<file path="src/rtl/sc_mux_scan_controller.sv">
// Mux scan sequencer: walks the enabled channels of a 9-way bus mux, waits a
// programmable settle time after each selection change, and hands each sample on over valid/ready.
module sc_mux_scan_controller #(
    parameter int DATAWIDTH_MUX_SELECTION = 4,
    parameter int DATAWIDTH_BUS           = 8,
    parameter int NUM_CHANNELS            = 9,
    parameter int DATAWIDTH_DWELL         = 4
) (
    input  logic                               SC_MUXSCAN_CLOCK_50,
    input  logic                               SC_MUXSCAN_RESET_InLow,
    input  logic                               SC_MUXSCAN_start_In,
    input  logic                               SC_MUXSCAN_stop_In,
    input  logic                               SC_MUXSCAN_continuous_In,
    input  logic [NUM_CHANNELS-1:0]            SC_MUXSCAN_channelEnable_InBUS,
    input  logic [DATAWIDTH_DWELL-1:0]         SC_MUXSCAN_dwell_InBUS,
    input  logic [DATAWIDTH_BUS-1:0]           SC_MUXSCAN_muxData_InBUS,
    input  logic                               SC_MUXSCAN_ready_In,
    output logic [DATAWIDTH_MUX_SELECTION-1:0] SC_MUXSCAN_selection_OutBUS,
    output logic [DATAWIDTH_BUS-1:0]           SC_MUXSCAN_data_OutBUS,
    output logic [DATAWIDTH_MUX_SELECTION-1:0] SC_MUXSCAN_channel_OutBUS,
    output logic                               SC_MUXSCAN_valid_Out,
    output logic                               SC_MUXSCAN_busy_Out,
    output logic                               SC_MUXSCAN_done_Out
);

    localparam int SW = DATAWIDTH_MUX_SELECTION;
    localparam int DW = DATAWIDTH_DWELL;

    typedef enum logic [1:0] {
        ST_IDLE   = 2'd0,
        ST_SETTLE = 2'd1,
        ST_HOLD   = 2'd2
    } state_t;

    state_t                   state_q;
    logic [SW-1:0]            ptr_q;
    logic [DW-1:0]            cnt_q;
    logic [SW-1:0]            sel_q;
    logic [DATAWIDTH_BUS-1:0] data_q;
    logic [SW-1:0]            chan_q;
    logic                     valid_q;
    logic                     busy_q;
    logic                     done_q;

    logic                     first_found_s;
    logic [SW-1:0]            first_ch_s;
    logic                     next_found_s;
    logic [SW-1:0]            next_ch_s;

    // Returns {found, index} of the lowest enabled channel at or above lo.
    function automatic logic [SW:0] lowest_enabled_from(
        input logic [NUM_CHANNELS-1:0] mask,
        input int                      lo
    );
        logic [SW:0] r;
        r = {(SW+1){1'b0}};
        for (int i = NUM_CHANNELS - 1; i >= 0; i--) begin
            if (mask[i] && (i >= lo)) begin
                r = {1'b1, SW'(i)};
            end else begin
                r = r;
            end
        end
        return r;
    endfunction

    // Channel search on the live mask: first channel for a sweep, and successor of the pointer.
    always_comb begin
        logic [SW:0] first_v;
        logic [SW:0] next_v;
        first_v       = lowest_enabled_from(SC_MUXSCAN_channelEnable_InBUS, 0);
        next_v        = lowest_enabled_from(SC_MUXSCAN_channelEnable_InBUS, int'(ptr_q) + 1);
        first_found_s = first_v[SW];
        first_ch_s    = first_v[SW-1:0];
        next_found_s  = next_v[SW];
        next_ch_s     = next_v[SW-1:0];
    end

    // Sequencer FSM with all outputs registered alongside the state.
    always_ff @(posedge SC_MUXSCAN_CLOCK_50 or negedge SC_MUXSCAN_RESET_InLow) begin
        if (!SC_MUXSCAN_RESET_InLow) begin
            state_q <= ST_IDLE;
            ptr_q   <= {SW{1'b0}};
            cnt_q   <= {DW{1'b0}};
            sel_q   <= {SW{1'b0}};
            data_q  <= {DATAWIDTH_BUS{1'b0}};
            chan_q  <= {SW{1'b0}};
            valid_q <= 1'b0;
            busy_q  <= 1'b0;
            done_q  <= 1'b0;
        end else begin
            done_q <= 1'b0;
            case (state_q)
                ST_IDLE: begin
                    if (SC_MUXSCAN_start_In && !SC_MUXSCAN_stop_In && first_found_s) begin
                        ptr_q   <= first_ch_s;
                        sel_q   <= first_ch_s;
                        cnt_q   <= SC_MUXSCAN_dwell_InBUS;
                        busy_q  <= 1'b1;
                        state_q <= ST_SETTLE;
                    end else begin
                        sel_q  <= {SW{1'b0}};
                        busy_q <= 1'b0;
                    end
                end
                ST_SETTLE: begin
                    if (SC_MUXSCAN_stop_In) begin
                        state_q <= ST_IDLE;
                        sel_q   <= {SW{1'b0}};
                        valid_q <= 1'b0;
                        busy_q  <= 1'b0;
                    end else if (cnt_q != {DW{1'b0}}) begin
                        cnt_q <= cnt_q - DW'(1);
                    end else begin
                        data_q  <= SC_MUXSCAN_muxData_InBUS;
                        chan_q  <= ptr_q;
                        valid_q <= 1'b1;
                        state_q <= ST_HOLD;
                    end
                end
                ST_HOLD: begin
                    if (SC_MUXSCAN_stop_In) begin
                        state_q <= ST_IDLE;
                        sel_q   <= {SW{1'b0}};
                        valid_q <= 1'b0;
                        busy_q  <= 1'b0;
                    end else if (SC_MUXSCAN_ready_In) begin
                        valid_q <= 1'b0;
                        if (next_found_s) begin
                            ptr_q   <= next_ch_s;
                            sel_q   <= next_ch_s;
                            cnt_q   <= SC_MUXSCAN_dwell_InBUS;
                            state_q <= ST_SETTLE;
                        end else if (SC_MUXSCAN_continuous_In && first_found_s) begin
                            // End of sweep in continuous mode: wrap to the first channel.
                            done_q  <= 1'b1;
                            ptr_q   <= first_ch_s;
                            sel_q   <= first_ch_s;
                            cnt_q   <= SC_MUXSCAN_dwell_InBUS;
                            state_q <= ST_SETTLE;
                        end else begin
                            done_q  <= 1'b1;
                            sel_q   <= {SW{1'b0}};
                            busy_q  <= 1'b0;
                            state_q <= ST_IDLE;
                        end
                    end else begin
                        valid_q <= 1'b1;
                    end
                end
                default: begin
                    state_q <= ST_IDLE;
                    sel_q   <= {SW{1'b0}};
                    valid_q <= 1'b0;
                    busy_q  <= 1'b0;
                end
            endcase
        end
    end

    assign SC_MUXSCAN_selection_OutBUS = sel_q;
    assign SC_MUXSCAN_data_OutBUS      = data_q;
    assign SC_MUXSCAN_channel_OutBUS   = chan_q;
    assign SC_MUXSCAN_valid_Out        = valid_q;
    assign SC_MUXSCAN_busy_Out         = busy_q;
    assign SC_MUXSCAN_done_Out         = done_q;

endmodule

</file>
<file path="config.mk">
export PLATFORM = sky130hd
export DESIGN_NAME = sc_mux_scan_controller
export DESIGN_NICKNAME = d
export VERILOG_FILES = /design/src/rtl/sc_mux_scan_controller.sv
export SDC_FILE = /design/constraint.sdc
export NUM_CORES = 1
export LEC_CHECK = 0
export ABC_AREA = 1
export ABC_CLOCK_PERIOD_IN_PS = 4500
export BUFFER_PORTS_ARGS = -buffer_cell sky130_fd_sc_hd__clkbuf_2
export CAP_MARGIN = 20
export CORE_MARGIN = 2
export CORE_UTILIZATION = 58
export CTS_BUF_LIST = sky130_fd_sc_hd__clkbuf_8 sky130_fd_sc_hd__clkbuf_16
export DETAILED_ROUTE_END_ITERATION = 8
export GPL_ROUTABILITY_DRIVEN = 0
export GPL_TIMING_DRIVEN = 0
export PLACE_DENSITY = 0.81
export SYNTH_ARGS = -nofsm -noshare
export SYNTH_HDL_FRONTEND = slang
export SYNTH_SLANG_ARGS = --single-unit
</file>
<file path="constraint.sdc">
create_clock -name SC_MUXSCAN_CLOCK_50 -period 4.5 [get_ports SC_MUXSCAN_CLOCK_50]
set_input_delay 0 -clock SC_MUXSCAN_CLOCK_50 [delete_from_list [all_inputs] [get_ports SC_MUXSCAN_CLOCK_50]]
set_output_delay 0 -clock SC_MUXSCAN_CLOCK_50 [all_outputs]
set_load 0.02 [all_outputs]
</file>
Yosys cells after proc, flatten, opt, wreduce, memory -nomap -nowiden:

Cells that the tools add are included.

* add/sub/neg operators: 2
* multiply operators: 0
* div/mod/pow operators: 0
* magnitude comparators: 9
* equal/unequal tests: 13
* shift operators: 0
* multiplexer cells: 63
* bitwise operators: 3
* reduce and logical (&&, ||, !) cells: 24

Operators by type and width (count)
* $mux 5: 18
* $mux 4: 18
* $pmux 4 s3: 2
* $ge 3x5->1 const A: 4
* $mux 1: 16
* $ne 3x3->1 const B: 5
* $logic_and 1x1->1: 12
* $ne 2x2->1 const B: 6
* $ge 1x5->1 const A: 2
* $ge 2x5->1 const A: 2
* $mux 2: 5
* $pmux 4 s2: 1
* $reduce_and 7->1: 1
* $pmux 1 s3: 2
* $pmux 2 s3: 1
* $reduce_and 3->1: 2
* $add 4x1->5 const B: 1
* $ge 4x5->1 const A: 1
* $reduce_and 5->1: 1
* $reduce_and 2->1: 2
* $reduce_and 4->1: 1
* $reduce_bool 4->1: 1
* $sub 4x1->4 const B: 1
* $not 1->1: 3
* other kinds (6): 6

* flip-flop bits (word level): 29
* bits in latches: 0
* memory bits (writable): 0
* ROM bits: 0
* bits of input ports: 27
* logic and storage cells: 123
* memories kept: 0

Logic depth before layout (Yosys ltp):

Gate-level depths: netlist of the first run.

* depth in word-level cells: 16
* depth in mapped cells: 19
* gate-level depth less buffers: 19

Worst setup path before layout of the first run:

OpenSTA, ideal clock, no wires.

* kind: reg2reg
* start: reg ptr_q[0]
* end: reg ptr_q[0]
* setup time: 0.116 ns
* arrival: 1.877 ns
* required time: 4.384 ns
* path slack: 2.507 ns
* stages on the path, launching flop included: 18
* path buffers: 0
* period minus slack after synthesis: 1.993 ns
* cells stage by stage: dfrtp_1 -> ha_1 -> inv_1 -> nand2_1 -> nor2_1 -> nand2_1 -> nand2_1 -> nor2_1 -> nor2_1 -> nand2_1 -> inv_2 -> nand2_4 -> nor2_4 -> nand3_2 -> nand3_2 -> inv_2 -> nand2_1 -> nand2_1

* word-level cells in the longest chain between the ends: 16
* elaborated cells between the ends (all ways): 34

Ends and longest elaborated chain
* start, declared: line 36 `logic [SW-1:0] ptr_q;`
* start signal, assigned: line 83 `ptr_q <= {SW{1'b0}};`
* start signal, assigned: line 96 `ptr_q <= first_ch_s;`
* start signal, assigned: line 130 `ptr_q <= next_ch_s;`
* $add 4x1->5 (*): line 72 `next_v = lowest_enabled_from(SC_MUXSCAN_channelEnable_InBUS, int'(ptr_q) + 1);`
* $ge 4x5->1: line 58 `if (mask[i] && (i >= lo)) begin`
* $logic_and 1x1->1: line 58
* $mux 5 (8 in a row): line 58
* $mux 5 (*): line 58
* $mux 4: line 129 `if (next_found_s) begin`
* $mux 4: line 127 `end else if (SC_MUXSCAN_ready_In) begin`
* $mux 4: line 122 `if (SC_MUXSCAN_stop_In) begin`
* $pmux 4 s2: line 93 `case (state_q)`

Every way passes the cells marked *; elsewhere a longest branch is shown, timed or not. The select of a mux whose other input is x is not followed.
A chain may end at the register's enable or synchronous reset.

Worst setup path after layout of the first run:

* start: reg ptr_q[0]
* end: reg sel_q[0] (netlist: SC_MUXSCAN_selection_OutBUS[0])

* word-level cells in the longest chain between the ends: 16
* elaborated cells between the ends (all ways): 32

Ends and longest elaborated chain
* $add 4x1->5 (*): line 72
* $ge 4x5->1: line 58
* $logic_and 1x1->1: line 58
* $mux 5 (8 in a row): line 58
* $mux 5 (*): line 58
* $mux 4 (*): line 129
* $mux 4 (*): line 127
* $mux 4 (*): line 122
* $pmux 4 s3 (*): line 93
* end signal, assigned: line 97 `sel_q <= first_ch_s;`
* end signal, assigned: line 124 `sel_q <= {SW{1'b0}};`
* end signal, assigned: line 131 `sel_q <= next_ch_s;`
* end, declared: line 38 `logic [SW-1:0] sel_q;`

Marks and branches as above.

==> results_dict.tcl, run 1 <==
set metrics [dict create \
    track_usage_pct 26.8 \
    ios 46 \
    die_y_microns 61.7 \
    antenna_found_initial 0 \
    dp_slack_ps 2210 \
    setup_tns_ps 0 \
    first_global_vias 1766 \
    utilization_pct 77.7 \
    rows 20 \
    crit_type "reg2reg" \
    vias_per_cell 5.04 \
    tritoncts "done" \
    grt_pass1_wl_microns 7600 \
    die_x_microns 61.7 \
    fin_crit_ps 2340 \
    ys.flop_type "dfrtp_1" \
    skew_ps 7.59 \
    crit_start "ptr_q[0]" \
    synth_area_sq_um 1930 \
    synth_top_area_share_pct 37.6 \
    ys_types 26 \
    yosysWarnings 0 \
    cts_buffers 5 \
    placed_cell_area_sq_um 2210 \
    die-area_sq_um 3800 \
    grt_use_met3_pct 5.67 \
    pwr-share-seq_pct 30.1 \
    firstDrtPassIters 4 \
    r2r-start "ptr_q[0]" \
    min_path_type "in2reg" \
    synthTopCellsByCount "nand2_1, inv_1, nor2_1" \
    clkPwrFrac_pct 16.2 \
    hold_viol 0 \
    yosysMostFrequentCell "nand2_1" \
    synth_top_cells_by_area "dfrtp_1, nand2_1, inv_1, nor2_1, ha_1" \
    switching_share_pct 46.7 \
    drt_iter0_markers 91 \
    wire_per_inst_microns 11.7 \
    status "complete, no violations" \
    pwr-share-comb_pct 53.7 \
    hp-start "SC_MUXSCAN_dwell_InBUS[1]" \
    cts_hold_buffers 10 \
    cts.htree.levels 2 \
    wl_microns 4530 \
    clock-root-buffer "clkbuf_8" \
    grt.busiest_layer "met2" \
    slew_viol_final 0 \
    clockBufferDepth 2 \
    fin_ws_ps 2160 \
    setup_viol 0 \
    p_switching_w 0.000673 \
    ys_async_sr_fraction_pct 100 \
    synth_nets 314 \
    drive_gt1_share_pct 22.8 \
    antenna_left 0 \
    yosysTopAreaCell "dfrtp_1" \
    max_cap_viol_count 0 \
    worst_setup_path_end_kind "flop" \
    synth.ff_latch_count 29 \
    cts-resized-gates 0 \
    cp_data_required_time_ps 4660 \
    fin_nets 376 \
    crit_fanout 8 \
    relSlewSlack_pct 54.3 \
    p_per_area_nw_per_um2 598 \
    hpwl_microns 3280 \
    gr-total-overflow 0 \
    start_kind "flop" \
    synth_seq_area_share_pct 37.6 \
    postCtsSetupBuffers 0 \
    synth_area_per_cell_sq_um 6.92 \
    syn2layout_area_growth_pct 25.0 \
    antennaDiodeCount 0 \
    rsz0062_at_grt "false" \
    start_util_pct 62.2 \
    fin_crit_sh_pct 52.0 \
    worstPathArrival_ps 2510 \
    grtUsageMet1_pct 35.8 \
    insertion_delay_ps 270 \
    internal_power_w 0.000768 \
    worst_pin_slew_ps 685 \
    design_area_sq_um 2410 \
    drc 0 \
    clkTransAtPathRegs_ps 60 \
    cts.sinks 29 \
    syn_inst 279 \
    core_sq_um 3100 \
    use_met2_pct 45.6 \
    vias 1946 \
    numPortBuffers 45 \
    synth_edf_count 0 \
    ir_drop_mv 0.337 \
    fmax_mhz 427 \
    grt_start_max_net_pins 30 \
    total_leakage_power_nw 1.39 \
]
[path summary, 6_finish.rpt]
| path | end | slack, ps | cells after the start |
|---|---|---|---|
| worst max-delay path | SC_MUXSCAN_selection_OutBUS[0] | 2160 | 17 |
| worst min-delay path | cnt_q[1] | 50 | 5 |
| worst max register to register | SC_MUXSCAN_selection_OutBUS[0] | 2160 | 17 |
| worst min register to register | SC_MUXSCAN_selection_OutBUS[3] | 490 | 2 |
| max in group asynchronous | state_q[0] | 3740 | 2 |
| min in group asynchronous | ptr_q[2] | 320 | 2 |
[state kept, by name, indices dropped and copies added (netlist names)]
signal and flops:
SC_MUXSCAN_done_Out 1, ptr_q 4, SC_MUXSCAN_channel_OutBUS 4, SC_MUXSCAN_selection_OutBUS 4
SC_MUXSCAN_data_OutBUS 8, SC_MUXSCAN_valid_Out 1, cnt_q 4, SC_MUXSCAN_busy_Out 1
state_q 2
[critical path, stage by stage (launching register included)]
cell and delay, ps:
dfrtp_1 470, ha_1 340, inv_1 90, nand2_1 60, nor2_1 190, nand2_1 70, nand2_1 110, nor2_1 50
nor2_1 80, nand2_1 100, nor2_1 140, nand3_1 110, nand2_1 130, inv_1 70, nand2_1 70, nand2_1 50
nand2_1 60, nand2_1 50
[kinds of logic after synthesis]
logic type | count (synthesis) | synth area share (%)
AND/OR/NAND/NOR | 158 | 35.0
buffers and inverters | 44 | 8.62
AO/OA/AOI/OAI | 31 | 8.43
flip-flops | 29 | 37.6
multiplexers | 8 | 4.67
adder cells (fa/ha/maj) | 8 | 5.19
XOR/XNOR | 1 | 0.454
[power by group through the flow]
stage / combinational, W / clock, W / sequential (W)
detailed placement: 0.000755 / 0 / 0.000435
global placement: 0.000738 / 0 / 0.000429
finish: 0.000774 / 0.000233 / 0.000434
global route: 0.000896 / 0.000248 / 0.000446
floorplan: 0.000496 / 0 / 0.000500
CTS: 0.000767 / 0.000236 / 0.000431
[layout by cell type, fill, tap and decap left out, types with 2 or more instances in the layout]
cell	n
nand2_2	3
mux2_2	8
inv_1	38
nand2_1	98
nor3_1	3
nand3_2	3
dlygate4sd3_1	10
nor2_1	30
ha_1	8
nand3_1	13
nor2_2	2
clkbuf_2	45
o21ai_1	7
nor2_4	2
a21oi_1	8
o21ai_0	13
dfrtp_1	29
clkbuf_8	7
inv_2	4
[through the flow]
| step | cells | hold slack [ps] | power (W) |
|---|---|---|---|
| finish | 386 | 52.9 | 0.00144 |
| global route | 386 | 104 | 0.00159 |
| CTS | 386 | 47.8 | 0.00143 |
| detailed placement | 368 | 72.7 | 0.00119 |
| global placement | 368 | 81.9 | 0.00117 |
| floorplan | 279 | -296 | 0.000996 |
[final cells by class]
class                   count  area (sq um)
plain buffers               2          8.76
clock buffers               7          96.3
clock inverters             1          5.00
fillers                   254           692
inverters                  42           158
multi-input cells         206          1040
flip-flops and latches     29           726
well taps                  44          55.1
repair buffers             55           325
[routing by layer]
metal  vias up  part of all wire, %
li1        995                    -
met1       881                   45
met2        68                   47
met3         2                  7.2
met4         0                 0.42
met5         -                    0
(Power assumes the default switching activity.)
==> run 2, diff against run 1 <==
==> config.mk (replaced) <==
export PLATFORM = sky130hd
export DESIGN_NAME = sc_mux_scan_controller
export DESIGN_NICKNAME = d
export VERILOG_FILES = /design/src/rtl/sc_mux_scan_controller.sv
export SDC_FILE = /design/constraint.sdc
export NUM_CORES = 1
export LEC_CHECK = 0
export ABC_AREA = 0
export ABC_CLOCK_PERIOD_IN_PS = 2300
export BUFFER_PORTS_ARGS = -buffer_cell sky130_fd_sc_hd__clkbuf_2
export CAP_MARGIN = 20
export CORE_MARGIN = 2
export CORE_UTILIZATION = 54
export CTS_BUF_LIST = sky130_fd_sc_hd__clkbuf_8 sky130_fd_sc_hd__clkbuf_16
export DETAILED_ROUTE_END_ITERATION = 8
export GPL_ROUTABILITY_DRIVEN = 0
export GPL_TIMING_DRIVEN = 0
export PLACE_DENSITY = 0.76
export SYNTH_ARGS = -nofsm -noshare
export SYNTH_HDL_FRONTEND = slang
export SYNTH_SLANG_ARGS = --single-unit
==> constraint.sdc (replaced) <==
create_clock -name SC_MUXSCAN_CLOCK_50 -period 2.3 [get_ports SC_MUXSCAN_CLOCK_50]
set_input_delay 0 -clock SC_MUXSCAN_CLOCK_50 [delete_from_list [all_inputs] [get_ports SC_MUXSCAN_CLOCK_50]]
set_output_delay 0 -clock SC_MUXSCAN_CLOCK_50 [all_outputs]
set_load 0.02 [all_outputs]
==> run 2 against run 1 <==
Compared with the run above:
- the run now ends with negative setup slack left
- cell count fell by 14%
- sequential power up 110%
- wire length up 21%
- setup slack worse by 2300 ps
- total power rose to 2.5 times the previous value
- critical endpoint is now SC_MUXSCAN_selection_OutBUS[1]
- largest power group unchanged
==> results_dict.tcl, run 2 <==
set metrics [dict create \
    status "finished, violations left" \
    violations "negative setup slack" \
    rsz0062_at_grt "true" \
    fin_crit_sh_pct 107 \
    drive_gt1_share_pct 44.2 \
    r2r_slack_ps -160 \
    syn_inst 211 \
    fin_crit_ps 2460 \
    cpPeakStageDelay_ps 440 \
    cts_buffers 5 \
    dp_slack_ps -293 \
    setup_viol 10 \
    ys_async_sr_fraction_pct 100 \
    start_kind "flop" \
    fin_ws_ps -157 \
    worstPathArrival_ps 2670 \
    synth_top_area_share_pct 36.2 \
    final_common_cell "clkbuf_2" \
    drc 0 \
    grt_pass1_wl_microns 8410 \
    first_global_vias 1818 \
    grt_start_max_net_pins 30 \
    insertion_delay_ps 290 \
    hpwl_microns 3480 \
    critPathSlowestCell "dfrtp_2" \
    firstDrtPassIters 4 \
    synth_edf_count 0 \
    synth_nets 246 \
    cp_data_required_time_ps 2510 \
    p_per_area_nw_per_um2 1310 \
    antennaDiodeCount 0 \
    cts.htree.levels 2 \
    gr-total-overflow 0 \
    syn2layout_area_growth_pct 39.1 \
    min_path_type "in2reg" \
    core_sq_um 3610 \
    rows 22 \
    nFillCells 244 \
    clockBufferDepth 2 \
    drt_iter0_markers 204 \
    crit_type "reg2reg" \
    yosysWarnings 0 \
    whs_ps 20.9 \
    cts.sinks 29 \
    wire_per_inst_microns 16.5 \
    hp-start "SC_MUXSCAN_ready_In" \
    synth_top_cells_by_area "dfrtp_1, mux2_2, ha_1, a21oi_1, inv_1" \
    ios 46 \
    min_to "SC_MUXSCAN_done_Out" \
    clock-root-buffer "clkbuf_8" \
    r2r_end "SC_MUXSCAN_selection_OutBUS[1]" \
    finalPower_w 0.00367 \
    largest_reg_flops 8 \
    total_leakage_power_nw 1.29 \
    ys_types 60 \
    vias_per_cell 5.95 \
    ir_drop_mv 0.804 \
    vias 1981 \
    die_x_microns 64.9 \
    numPortBuffers 45 \
    worst_pin_slew_ps 726 \
    r2r-start "ptr_q[1]" \
    worst_setup_path_end_kind "flop" \
    rr_worst_depth 11 \
    antenna_left 0 \
    tritoncts "done" \
    path_cells "inv_2, ha_4, buf_6, a21o_1, buf_4, buf_4, o21a_1, nor4_1, o32a_1, a21oi_1, o21ai_2" \
    synth_area_sq_um 2010 \
    ys.flop_type "dfrtp_1" \
    synth.ff_latch_count 29 \
    start_util_pct 55.6 \
    skew_ps 8.67 \
    synth_area_per_cell_sq_um 9.51 \
    fmax_mhz 407 \
    wl_microns 5480 \
    slew_viol_final 0 \
    clkTransAtPathRegs_ps 70 \
    crit_top_cell "buf_4" \
    relSlewSlack_pct 51.6 \
    yosysMostFrequentCell "dfrtp_1" \
    yosysTopAreaCell "dfrtp_1" \
    synthTopCellsByCount "dfrtp_1, inv_1, nor2_1" \
    die_y_microns 64.9 \
    final_cell_mix "clkbuf_2, dfrtp_1, nor2_1" \
    max_cap_viol_count 0 \
    antenna_found_initial 0 \
    hold_viol 0 \
    crit_fanout 7 \
    fin_nets 319 \
    synth_seq_area_share_pct 36.2 \
    min_path_cells 2 \
    track_usage_pct 26.1 \
    die-area_sq_um 4220 \
]
-- run 2: cell count changes in the layout (fill, tap and decap cells not counted), moves of 5 or more --
cell     change
nand3_1      -9
o21ai_1      -5
nand2_1     -90
buf_4       +11
o21ai_0      -9
nor2_1      -16
inv_1       -25
-- run 2: how the worst max path moves through the flow --
stage | from | endpoint | slack, ps | cells past startpoint
after detailed placement | ptr_q[1] | ptr_q[0] | -290 | 9
after global routing | ptr_q[1] | ptr_q[1] | -270 | 11
final | ptr_q[1] | SC_MUXSCAN_selection_OutBUS[1] | -160 | 11
after CTS | ptr_q[1] | ptr_q[0] | -80 | 9
after floorplan | ptr_q[1] | ptr_q[0] | 20 | 9
after global placement | ptr_q[1] | ptr_q[0] | -220 | 9
-- run 2: cell families (layout without fill, tap and decap cells) --
| logic type | Yosys count | count (layout) | synth area share, % |
|---|---|---|---|
| and+or+nand+nor | 69 | 69 | 19.7 |
| AOI/OAI and AO/OA | 64 | 64 | 23.3 |
| DFF | 29 | 29 | 36.2 |
| buffers and inverters | 21 | 95 | 4.49 |
| muxes | 19 | 19 | 11.0 |
| adders and majority gates | 8 | 8 | 4.99 |
| xor gates and xnor gates | 1 | 1 | 0.437 |
-- run 2: repair_timing --
item	in CTS	in global routing
setup buffers	9	3
hold buffers	10	0
gates resized for setup	13	27
setup endpoints to repair	15	23
hold endpoints to repair	38	0
pin swaps	10	11
-- run 2: power breakdown --
group | total [W] | switching (W) | internal [W]
combinational | 0.00222 | 0.00122 | 0.00100
sequential | 0.000890 | 0.000180 | 0.000710
clock | 0.000558 | 0.000206 | 0.000352
total | 0.00367 | 0.00160 | 0.00206
-- run 2: layout make-up --
cell class | count | area, sq um | share of cell area, %
buffer | 6 | 36.3 | 1.30
inverter | 14 | 52.6 | 1.88
timing repair buffer | 67 | 423 | 15.2
sequential | 29 | 728 | 26.1
multi-input combinational | 161 | 1370 | 49.1
clock inverter | 2 | 37.5 | 1.35
tap | 48 | 60.1 | 2.15
clock buffer | 6 | 82.6 | 2.96
-- run 2: critical path: cells and delay by family (launching register included) --
family                   cells  cell delay [ps]
AND/OR/NAND/NOR              1              340
adder cells (fa/ha/maj)      1              200
AO/OA/AOI/OAI                5              880
buffers and inverters        4              500
flip-flops                   1              440
-- run 2: through the flow --
step | util (%) | std cells | cell area (sq um) | TNS, ps
6_report | 77.3 | 333 | 2790 | -964
5_1_grt | 77.3 | 333 | 2790 | -2130
4_1_cts | 73.7 | 331 | 2660 | -422
3_5_place_dp | 64.1 | 304 | 2310 | -1990
3_3_place_gp | 64.1 | 304 | 2310 | -1410
2_1_floorplan | - | 211 | 2030 | 0
-- run 2: layer usage --
layer / up-vias / GRT usage [%] / routed length (microns)
li1: 939 / - / -
met1: 944 / 34.4 / 2330
met2: 77 / 42.1 / 2690
met3: 21 / 6.08 / 303
met4: 0 / 9.04 / 165
met5: - / 0 / 0
==> run 3, diff against run 2 <==
--- a/config.mk
+++ b/config.mk
@@ -6,16 +6,16 @@
 export NUM_CORES = 1
 export LEC_CHECK = 0
 export ABC_AREA = 0
-export ABC_CLOCK_PERIOD_IN_PS = 2300
+export ABC_CLOCK_PERIOD_IN_PS = 2900
 export BUFFER_PORTS_ARGS = -buffer_cell sky130_fd_sc_hd__clkbuf_2
 export CAP_MARGIN = 20
 export CORE_MARGIN = 2
-export CORE_UTILIZATION = 54
+export CORE_UTILIZATION = 58
 export CTS_BUF_LIST = sky130_fd_sc_hd__clkbuf_8 sky130_fd_sc_hd__clkbuf_16
 export DETAILED_ROUTE_END_ITERATION = 8
 export GPL_ROUTABILITY_DRIVEN = 0
 export GPL_TIMING_DRIVEN = 0
-export PLACE_DENSITY = 0.76
+export PLACE_DENSITY = 0.81
 export SYNTH_ARGS = -nofsm -noshare
 export SYNTH_HDL_FRONTEND = slang
 export SYNTH_SLANG_ARGS = --single-unit
==> constraint.sdc (replaced) <==
create_clock -name SC_MUXSCAN_CLOCK_50 -period 2.9 [get_ports SC_MUXSCAN_CLOCK_50]
set_input_delay 0 -clock SC_MUXSCAN_CLOCK_50 [delete_from_list [all_inputs] [get_ports SC_MUXSCAN_CLOCK_50]]
set_output_delay 0 -clock SC_MUXSCAN_CLOCK_50 [all_outputs]
set_load 0.02 [all_outputs]
==> run 3 against run 2 <==
Compared with the run above:
- wire length shrank 15%
- maximum frequency shrank 8.1%
- highest routed layer unchanged
- sequential power shrank 23%
- the flow now finishes without violations
- utilization shrank 3.7 points
- worst hold slack lost 6.9 ps
==> results_dict.tcl, run 3 (synthesis results as in run 2) <==
set metrics [dict create \
    status "complete, no violations" \
    track_usage_pct 25.6 \
    cts_buffers 5 \
    path_cells "inv_1, ha_1, buf_2, a21o_1, nand2_1, a311o_1, and3_1, buf_6, or3b_4, o21ai_1" \
    grt_start_max_net_pins 30 \
    design_area_sq_um 2460 \
    clkTransAtPathRegs_ps 60 \
    cts.htree.levels 2 \
    first_global_vias 1764 \
    skew_ps 3.97 \
    rsz0062_at_grt "false" \
    drive_gt1_share_pct 30.4 \
    postCtsSetupBuffers 0 \
    setup_viol 0 \
    internal_power_w 0.00129 \
    path_buf_inv 3 \
    wire_per_inst_microns 14.7 \
    fin_crit_sh_pct 92.2 \
    pwr-share-comb_pct 57.9 \
    grt_pass1_wl_microns 8080 \
    syn2layout_area_growth_pct 22.6 \
    final_cell_mix "clkbuf_2, dfrtp_1, inv_1" \
    fin_crit_ps 2670 \
    cpPeakStageDelay_ps 410 \
    firstDrtPassIters 4 \
    final_common_cell "clkbuf_2" \
    fmax_mhz 374 \
    core_sq_um 3340 \
    vias_per_cell 5.80 \
    numPortBuffers 45 \
    switching_share_pct 45.0 \
    critPathSlowestCell "dfrtp_1" \
    die-area_sq_um 3940 \
    pwr-share-seq_pct 29.3 \
    setup_tns_ps 0 \
    vias 1849 \
    start_kind "flop" \
    clockBufferDepth 2 \
    worst_setup_path_end_kind "flop" \
    clock-root-buffer "clkbuf_8" \
    wl_microns 4690 \
    worst_pin_slew_ps 717 \
    crit_fanout 10 \
    fin_nets 307 \
    placed_cell_area_sq_um 2290 \
    whs_ps 14.0 \
    hpwl_microns 3430 \
    fin_ws_ps 226 \
    antennaDiodeCount 0 \
    max_cap_viol_count 0 \
    ir_drop_mv 0.568 \
    ios 46 \
    drc 0 \
    worstPathArrival_ps 2870 \
    antenna_left 0 \
    insertion_delay_ps 270 \
    p_switching_w 0.00105 \
    total_leakage_power_nw 1.19 \
    crit_type "reg2reg" \
    p_per_area_nw_per_um2 952 \
    critical_path.top_delay_family "compound AO/OA/AOI/OAI gates" \
    tritoncts "done" \
    largest_reg_flops 8 \
    gr-total-overflow 0 \
    relSlewSlack_pct 52.2 \
    min_path_type "in2reg" \
    drt_iter0_markers 165 \
    dp_slack_ps 264 \
    slew_viol_final 0 \
    hold_viol 0 \
    antenna_found_initial 0 \
    die_x_microns 62.8 \
    die_y_microns 62.8 \
    rows 21 \
    cp_data_required_time_ps 3090 \
    start_util_pct 60.1 \
    cts.sinks 29 \
    clkPwrFrac_pct 12.7 \
]
## run 3: changes by cell type in the layout (fill, tap and decap cells not counted), sizes merged
cell | previous run | this run
bufinv | 1 | 0
dlygate4sd3 | 10 | 9
inv | 14 | 17
clkbuf | 54 | 52
buf | 15 | 5
clkinvlp | 1 | 0
## run 3: final timing paths
check                                                       to  cells after the start  slack [ps]                         start
max in group asynchronous            SC_MUXSCAN_data_OutBUS[2]                      2        2090        SC_MUXSCAN_RESET_InLow
worst min-delay path                                  cnt_q[1]                      3          10     SC_MUXSCAN_dwell_InBUS[1]
min in group asynchronous                             cnt_q[1]                      2         350        SC_MUXSCAN_RESET_InLow
worst max-delay path            SC_MUXSCAN_selection_OutBUS[0]                     10         230                      ptr_q[1]
worst max register to register  SC_MUXSCAN_selection_OutBUS[0]                     10         230                      ptr_q[1]
worst min register to register    SC_MUXSCAN_channel_OutBUS[1]                      2         490  SC_MUXSCAN_channel_OutBUS[1]
## run 3: metal layers
layer	vias to the layer above	part of all wire, %	GRT usage, %	routed length (microns)
li1	908	-	-	-
met1	856	45	35.2	2110
met2	80	47	41.4	2190
met3	5	7.5	6.31	353
met4	0	0.53	5.00	25
met5	-	0	0	0
## run 3: worst reg2reg max path: stages, from the launching register on
cell	delay, ps
dfrtp_1	410
inv_1	100
ha_1	290
buf_2	200
a21o_1	210
nand2_1	90
a311o_1	410
and3_1	190
buf_6	130
or3b_4	410
o21ai_1	150
## run 3: final cells by class
class	instances	area (sq um)
plain buffers	7	37.5
flip-flops and latches	29	726
fillers	273	878
well taps	46	57.6
inverters	14	52.6
multi-input cells	161	1190
clock buffers	5	68.8
repair buffers	54	315
clock inverters	3	11.3
## run 3: timing repair
| item | CTS | global route |
|---|---|---|
| hold buffers | 9 | 0 |
| resized for setup | 0 | 0 |
| endpoints found under the hold margin | 37 | 0 |
## run 3: stage by stage
stage / power (W) / util, % / cells
CTS: 0.00233 / 73.7 / 319
finish: 0.00234 / 73.7 / 319
detailed placement: 0.00202 / 68.6 / 302
global placement: 0.00198 / 68.6 / 302
floorplan: 0.00168 / - / 211
global route: 0.00255 / 73.7 / 319
## run 3: power groups by stage
stage	Sequential [W]	Clock, W	Combinational (W)
after floorplan	0.000774	0	0.000909
after global placement	0.000679	0	0.00130
after detailed placement	0.000689	0	0.00133
after CTS	0.000682	0.000306	0.00134
after global routing	0.000707	0.000328	0.00151
final	0.000687	0.000298	0.00136
